$ cat config.mk
export PLATFORM = sky130hd
export DESIGN_NAME = band_mixer
export DESIGN_NICKNAME = d
export VERILOG_FILES = /design/src/rtl/band_mix_pkg.sv /design/src/rtl/band_mac.sv /design/src/rtl/band_mixer.sv
export SDC_FILE = /design/constraint.sdc
export NUM_CORES = 2
export LEC_CHECK = 0
export ABC_AREA = 1
export BUFFER_PORTS_ARGS = -buffer_cell sky130_fd_sc_hd__buf_2
export CAP_MARGIN = 30
export CORE_MARGIN = 5
export CORE_UTILIZATION = 53
export DETAILED_ROUTE_END_ITERATION = 10
export PLACE_DENSITY = 0.77
export SLEW_MARGIN = 20
export SYNTH_ARGS = -nofsm -noshare
export SYNTH_HDL_FRONTEND = slang
export SYNTH_HIERARCHICAL = 1
export SYNTH_SLANG_ARGS = --single-unit
$ cat constraint.sdc
create_clock -name clk -period 18 [get_ports clk]
set_input_delay 1.8 -clock clk [delete_from_list [all_inputs] [get_ports clk]]
set_output_delay 1.8 -clock clk [all_outputs]
set_load 0.01 [all_outputs]
$ cat src/rtl/band_mix_pkg.sv
// Shared types, constants and saturation helper for the band mixer.
package band_mix_pkg;

  localparam int unsigned NUM_BANDS_DEF = 16;
  localparam int unsigned GAIN_W_DEF    = 8;
  localparam int unsigned UNITY_GAIN    = 2 ** (GAIN_W_DEF - 1);

  // Width of a shifted accumulator: 16 + 1 + 1 + clog2(64) covers every legal configuration.
  localparam int unsigned SAT_IN_W = 24;
  localparam logic signed [SAT_IN_W-1:0] SAT_HI = SAT_IN_W'(32767);
  localparam logic signed [SAT_IN_W-1:0] SAT_LO = SAT_IN_W'(-32768);

  typedef enum logic [1:0] {
    IDLE = 2'd0,
    MAC  = 2'd1,
    OUT  = 2'd2
  } state_t;

  function automatic logic signed [15:0] sat16(input logic signed [SAT_IN_W-1:0] v);
    if (v > SAT_HI) begin
      sat16 = 16'sh7fff;
    end else if (v < SAT_LO) begin
      sat16 = 16'sh8000;
    end else begin
      sat16 = v[15:0];
    end
  endfunction

endpackage

$ cat src/rtl/band_mac.sv
// Shared multiply-accumulate: signed sample times unsigned gain, summed into a wide register.
module band_mac #(
  parameter int unsigned GAIN_W = 8,
  parameter int unsigned ACC_W  = 29
) (
  input  logic                     clk,
  input  logic                     rst,
  input  logic                     clear,
  input  logic                     en,
  input  logic signed [15:0]       sample,
  input  logic        [GAIN_W-1:0] gain,
  output logic signed [ACC_W-1:0]  acc
);

  localparam int unsigned PROD_W = 17 + GAIN_W;

  logic signed [PROD_W-1:0] prod;

  // Gain gets a zero sign bit so the product stays a plain signed multiply.
  assign prod = PROD_W'(sample) * PROD_W'($signed({1'b0, gain}));

  always_ff @(posedge clk or posedge rst) begin
    if (rst) begin
      acc <= '0;
    end else if (clear) begin
      acc <= '0;
    end else if (en) begin
      acc <= acc + ACC_W'(prod);
    end
  end

endmodule

$ cat src/rtl/band_mixer.sv
// Gathers one sample per band, mixes them through a time-shared MAC and emits a saturated sum per frame.
module band_mixer
  import band_mix_pkg::*;
#(
  parameter int unsigned NUM_BANDS = NUM_BANDS_DEF,
  parameter int unsigned GAIN_W    = GAIN_W_DEF
) (
  input  logic                                clk,
  input  logic                                rst,
  input  logic [NUM_BANDS-1:0][15:0]          band_data,
  input  logic [NUM_BANDS-1:0]                band_valid,
  input  logic [NUM_BANDS-1:0][GAIN_W-1:0]    band_gain,
  output logic signed [15:0]                  mix_out,
  output logic                                mix_valid,
  output logic                                busy,
  output logic                                overrun
);

  localparam int unsigned IDX_W = $clog2(NUM_BANDS);
  localparam int unsigned ACC_W = 16 + GAIN_W + 1 + $clog2(NUM_BANDS);
  localparam logic [IDX_W-1:0] LAST_IDX = IDX_W'(NUM_BANDS - 1);

  state_t state_q, state_d;

  logic [NUM_BANDS-1:0][15:0] sample_q;
  logic [NUM_BANDS-1:0][15:0] snap_q;
  logic [NUM_BANDS-1:0]       pending_q;
  logic [IDX_W-1:0]           idx_q;

  logic start;
  logic mac_en;
  logic out_en;

  logic signed [ACC_W-1:0] acc;
  logic signed [ACC_W-1:0] acc_shift;
  logic signed [15:0]      mix_sat;

  band_mac #(
    .GAIN_W (GAIN_W),
    .ACC_W  (ACC_W)
  ) u_mac (
    .clk    (clk),
    .rst    (rst),
    .clear  (start),
    .en     (mac_en),
    .sample (snap_q[idx_q]),
    .gain   (band_gain[idx_q]),
    .acc    (acc)
  );

  assign acc_shift = acc >>> (GAIN_W - 1);
  assign mix_sat   = sat16(SAT_IN_W'(acc_shift));

  always_ff @(posedge clk or posedge rst) begin
    if (rst) begin
      state_q <= IDLE;
    end else begin
      state_q <= state_d;
    end
  end

  always_comb begin
    state_d = state_q;
    start   = 1'b0;
    mac_en  = 1'b0;
    out_en  = 1'b0;
    case (state_q)
      IDLE: begin
        if (&pending_q) begin
          start   = 1'b1;
          state_d = MAC;
        end
      end
      MAC: begin
        mac_en = 1'b1;
        if (idx_q == LAST_IDX) begin
          state_d = OUT;
        end
      end
      OUT: begin
        out_en  = 1'b1;
        state_d = IDLE;
      end
      default: state_d = IDLE;
    endcase
  end

  // Capture, snapshot and output registers; a new strobe on a band wins over the snapshot clear.
  always_ff @(posedge clk or posedge rst) begin
    if (rst) begin
      sample_q  <= '0;
      snap_q    <= '0;
      pending_q <= '0;
      idx_q     <= '0;
      mix_out   <= '0;
      mix_valid <= 1'b0;
      busy      <= 1'b0;
      overrun   <= 1'b0;
    end else begin
      for (int i = 0; i < int'(NUM_BANDS); i++) begin
        if (band_valid[i]) begin
          sample_q[i] <= band_data[i];
        end
      end
      pending_q <= (start ? '0 : pending_q) | band_valid;
      if (|(band_valid & pending_q) && !start) begin
        overrun <= 1'b1;
      end
      if (start) begin
        snap_q <= sample_q;
        idx_q  <= '0;
      end else if (mac_en) begin
        idx_q <= IDX_W'(idx_q + 1'b1);
      end
      if (out_en) begin
        mix_out <= mix_sat;
      end
      mix_valid <= out_en;
      busy      <= (state_d != IDLE);
    end
  end

endmodule

==> flow_metrics.tcl <==
set metrics [dict create \
    cts_tree "yes" \
    die-area_mm2 0.0666 \
    startpoint "idx_q[0]" \
    worst_pin_slew_ns 1.20 \
    period_share_pct 45.4 \
    grt_util_met1_pct 40.8 \
    cp_data_arrival_time_ns 8.68 \
    syn_inst 4312 \
    grt_use_total_pct 30.1 \
    max_freq_ghz 0.122 \
    clk-insertion-delay-late_ns 0.65 \
    core.rowCount 91 \
    core_mm2 0.0614 \
    first_global_vias 28400 \
    slew_headroom_pct 19.7 \
    postRouteAntennaNets 0 \
    final_common_cell "nand2_1" \
    hp-class "reg -> reg" \
    cts_resized 0 \
    syn_area_per_cell_um2 7.57 \
    multiInputGateArea_mm2 0.0152 \
    ioPinCount 421 \
    fp.dieW_um 258 \
    start_util_pct 53.2 \
    fin_tns_setup_ns 0 \
    drt_iter0_markers 2831 \
    clk_path_buf_depth 3 \
    postCtsSetupRepairBufs 0 \
    antenna_found_initial 3 \
    finalClockSkew_ns 0.0458 \
    wl_per_cell_um 18.5 \
    synth_cell_types 38 \
    grt_pass1_wl_mm 158 \
    yosys_warnings 6 \
    slew_violations 0 \
    hold_buffers 0 \
    crit_fanout 69 \
    r2r-start "idx_q[0]" \
    drc 0 \
    dp_hpwl_mm 74.6 \
    synth_nets 4906 \
    fin_crit_ns 8.18 \
    clock-sinks 582 \
    synth_area_mm2 0.0326 \
    cts_buffers 61 \
    num_vias 28300 \
    area_growth_pct 13.8 \
    path_class "reg -> reg" \
    htreeDepth 2 \
    fill_cells 5541 \
    use_met2_pct 47.6 \
    postRouteWirelength_mm 101 \
    synth-seq-area-share_pct 44.6 \
    drv_cap 0 \
    timing.final.hold_violations 0 \
    busiest_layer "met2" \
    gr-total-overflow 0 \
    use_met3_pct 7.11 \
    setup_viol 0 \
    place_area_mm2 0.0349 \
    grt_max_degree 248 \
    seq_area_mm2 0.0146 \
    max_stage_delay_ns 0.90 \
    design_area_mm2 0.0371 \
    rsz0062_at_grt "no" \
    die_h_um 258 \
    end_kind "register" \
    dr.pass1.iters 5 \
    layout-drive-gt1-share_pct 13.6 \
    finalNetCount 5196 \
    final_cell_mix "nand2_1 (2221), dfrtp_1 (581), inv_1 (454), buf_2 (420), nor2_1 (139)" \
    critPathLaunchType "register" \
    critical_path.slowest_cell "dfrtp_4" \
    io_buffers 420 \
    synth_seq_cells 582 \
    required_ns 18.50 \
    clkTransAtPathRegs_ns 0.07 \
    cts_root_buf "clkbuf_16" \
    status "completed" \
    crit_path_frequent_cell "nand2_1" \
    hp-start "sample_q[143]" \
    place_congestion 0.931 \
    vias_per_cell 5.20 \
]
==> Yosys cell counts <==
cell type / count / area [µm²]
xor2_1: 2 / 17.5
o22ai_1: 1 / 6.26
o21ai_0: 47 / 235
buf_2: 50 / 250
nand3_2: 8 / 80.1
o21ai_1: 55 / 275
clkinv_1: 17 / 63.8
or2_2: 1 / 6.26
a21o_1: 1 / 7.51
ha_1: 63 / 788
a21oi_2: 1 / 8.76
o21ai_2: 12 / 105
dfrtp_1: 582 / 14600
nor2_4: 2 / 22.5
buf_1: 10 / 37.5
buf_6: 29 / 327
nand4_1: 3 / 18.8
a21oi_1: 73 / 365
a32o_1: 1 / 10.0
o21bai_1: 3 / 22.5
and2_1: 6 / 37.5
mux2_2: 16 / 180
buf_4: 7 / 52.6
clkbuf_1: 117 / 439
nor2_1: 142 / 533
clkbuf_2: 4 / 20.0
inv_1: 456 / 1710
o21bai_2: 1 / 11.3
inv_2: 4 / 15.0
nand2_2: 22 / 138
a22o_1: 2 / 17.5
o211ai_1: 80 / 601
nand3b_1: 1 / 7.51
fa_1: 129 / 2580
nand3_1: 131 / 656
nor3_1: 1 / 5.00
nand2_1: 2222 / 8340
nor2_2: 10 / 62.6
==> worst max-delay path, delay by kind of cell, from the launching register on <==
| kind | cells | cell delay (ns) |
|---|---|---|
| adders and majority gates | 6 | 2.83 |
| and+or+nand+nor | 15 | 2.35 |
| buffers and inverters | 7 | 1.83 |
| DFF | 1 | 0.90 |
| AOI/OAI and AO/OA | 1 | 0.05 |
==> final cells by class <==
type,instances,share of cell area (%)
clock inverters,26,1.13
repair buffers,444,6.44
multi-input cells,3036,40.8
clock buffers,86,4.83
diodes,1,0.00674
well taps,790,2.66
flip-flops and latches,582,39.2
inverters,477,4.85
==> layer usage <==
layer  part of all wire, %  wire length, µm  vias up
met1                    41            40900    13400
li1                      -                -    13600
met3                   9.1             9200      195
met5                 0.023               23        -
met2                    46            46100     1127
met4                   4.4             4390        4
==> flip-flops by register name, summed over array words and instances, names as in the netlist <==
signal,flops
mix_valid,1
snap_q,256
u_mac/acc,29
overrun,1
mix_out,16
sample_q,256
busy,1
state_q,2
idx_q,4
pending_q,16
==> stage by stage <==
| stage | std cells | hold WS (ns) | setup slack, ns | utilization, % |
|---|---|---|---|---|
| floorplan | 4312 | 0.442 | 0.738 | - |
| global placement | 5325 | 0.453 | 9.98 | 56.7 |
| detailed placement | 5329 | 0.458 | 9.96 | 56.9 |
| CTS | 5441 | 0.462 | 9.93 | 60.5 |
| global route | 5441 | 0.479 | 9.33 | 60.5 |
| finish | 5442 | 0.460 | 9.82 | 60.5 |
==> path summary, 6_finish.rpt <==
| kind | to | slack (ns) | depth (start not counted) |
|---|---|---|---|
| max reg2reg | u_mac/acc[23] | 9.82 | 29 |
| max | u_mac/acc[23] | 9.82 | 29 |
| min reg2reg | snap_q[143] | 0.46 | 2 |
| max in group asynchronous | snap_q[198] | 14.12 | 5 |
| min | snap_q[143] | 0.46 | 2 |
| min in group asynchronous | mix_out[13] | 1.21 | 2 |
==> cell families (layout without fill, tap and decap cells) <==
logic type / Yosys count / after routing / share of synthesized area [%]
multiplexers: 16 / 16 / 0.552
buffers and inverters: 694 / 1033 / 8.94
adder cells (fa/ha/maj): 192 / 192 / 10.3
flip-flops: 582 / 582 / 44.6
other: 0 / 1 / 0
XOR/XNOR: 2 / 2 / 0.0537
AO/OA/AOI/OAI: 277 / 277 / 5.11
AND/OR/NAND/NOR: 2549 / 2549 / 30.4
Power is not shown: default switching activity piles up to over one toggle a cycle in this logic, so the estimate is an artifact.
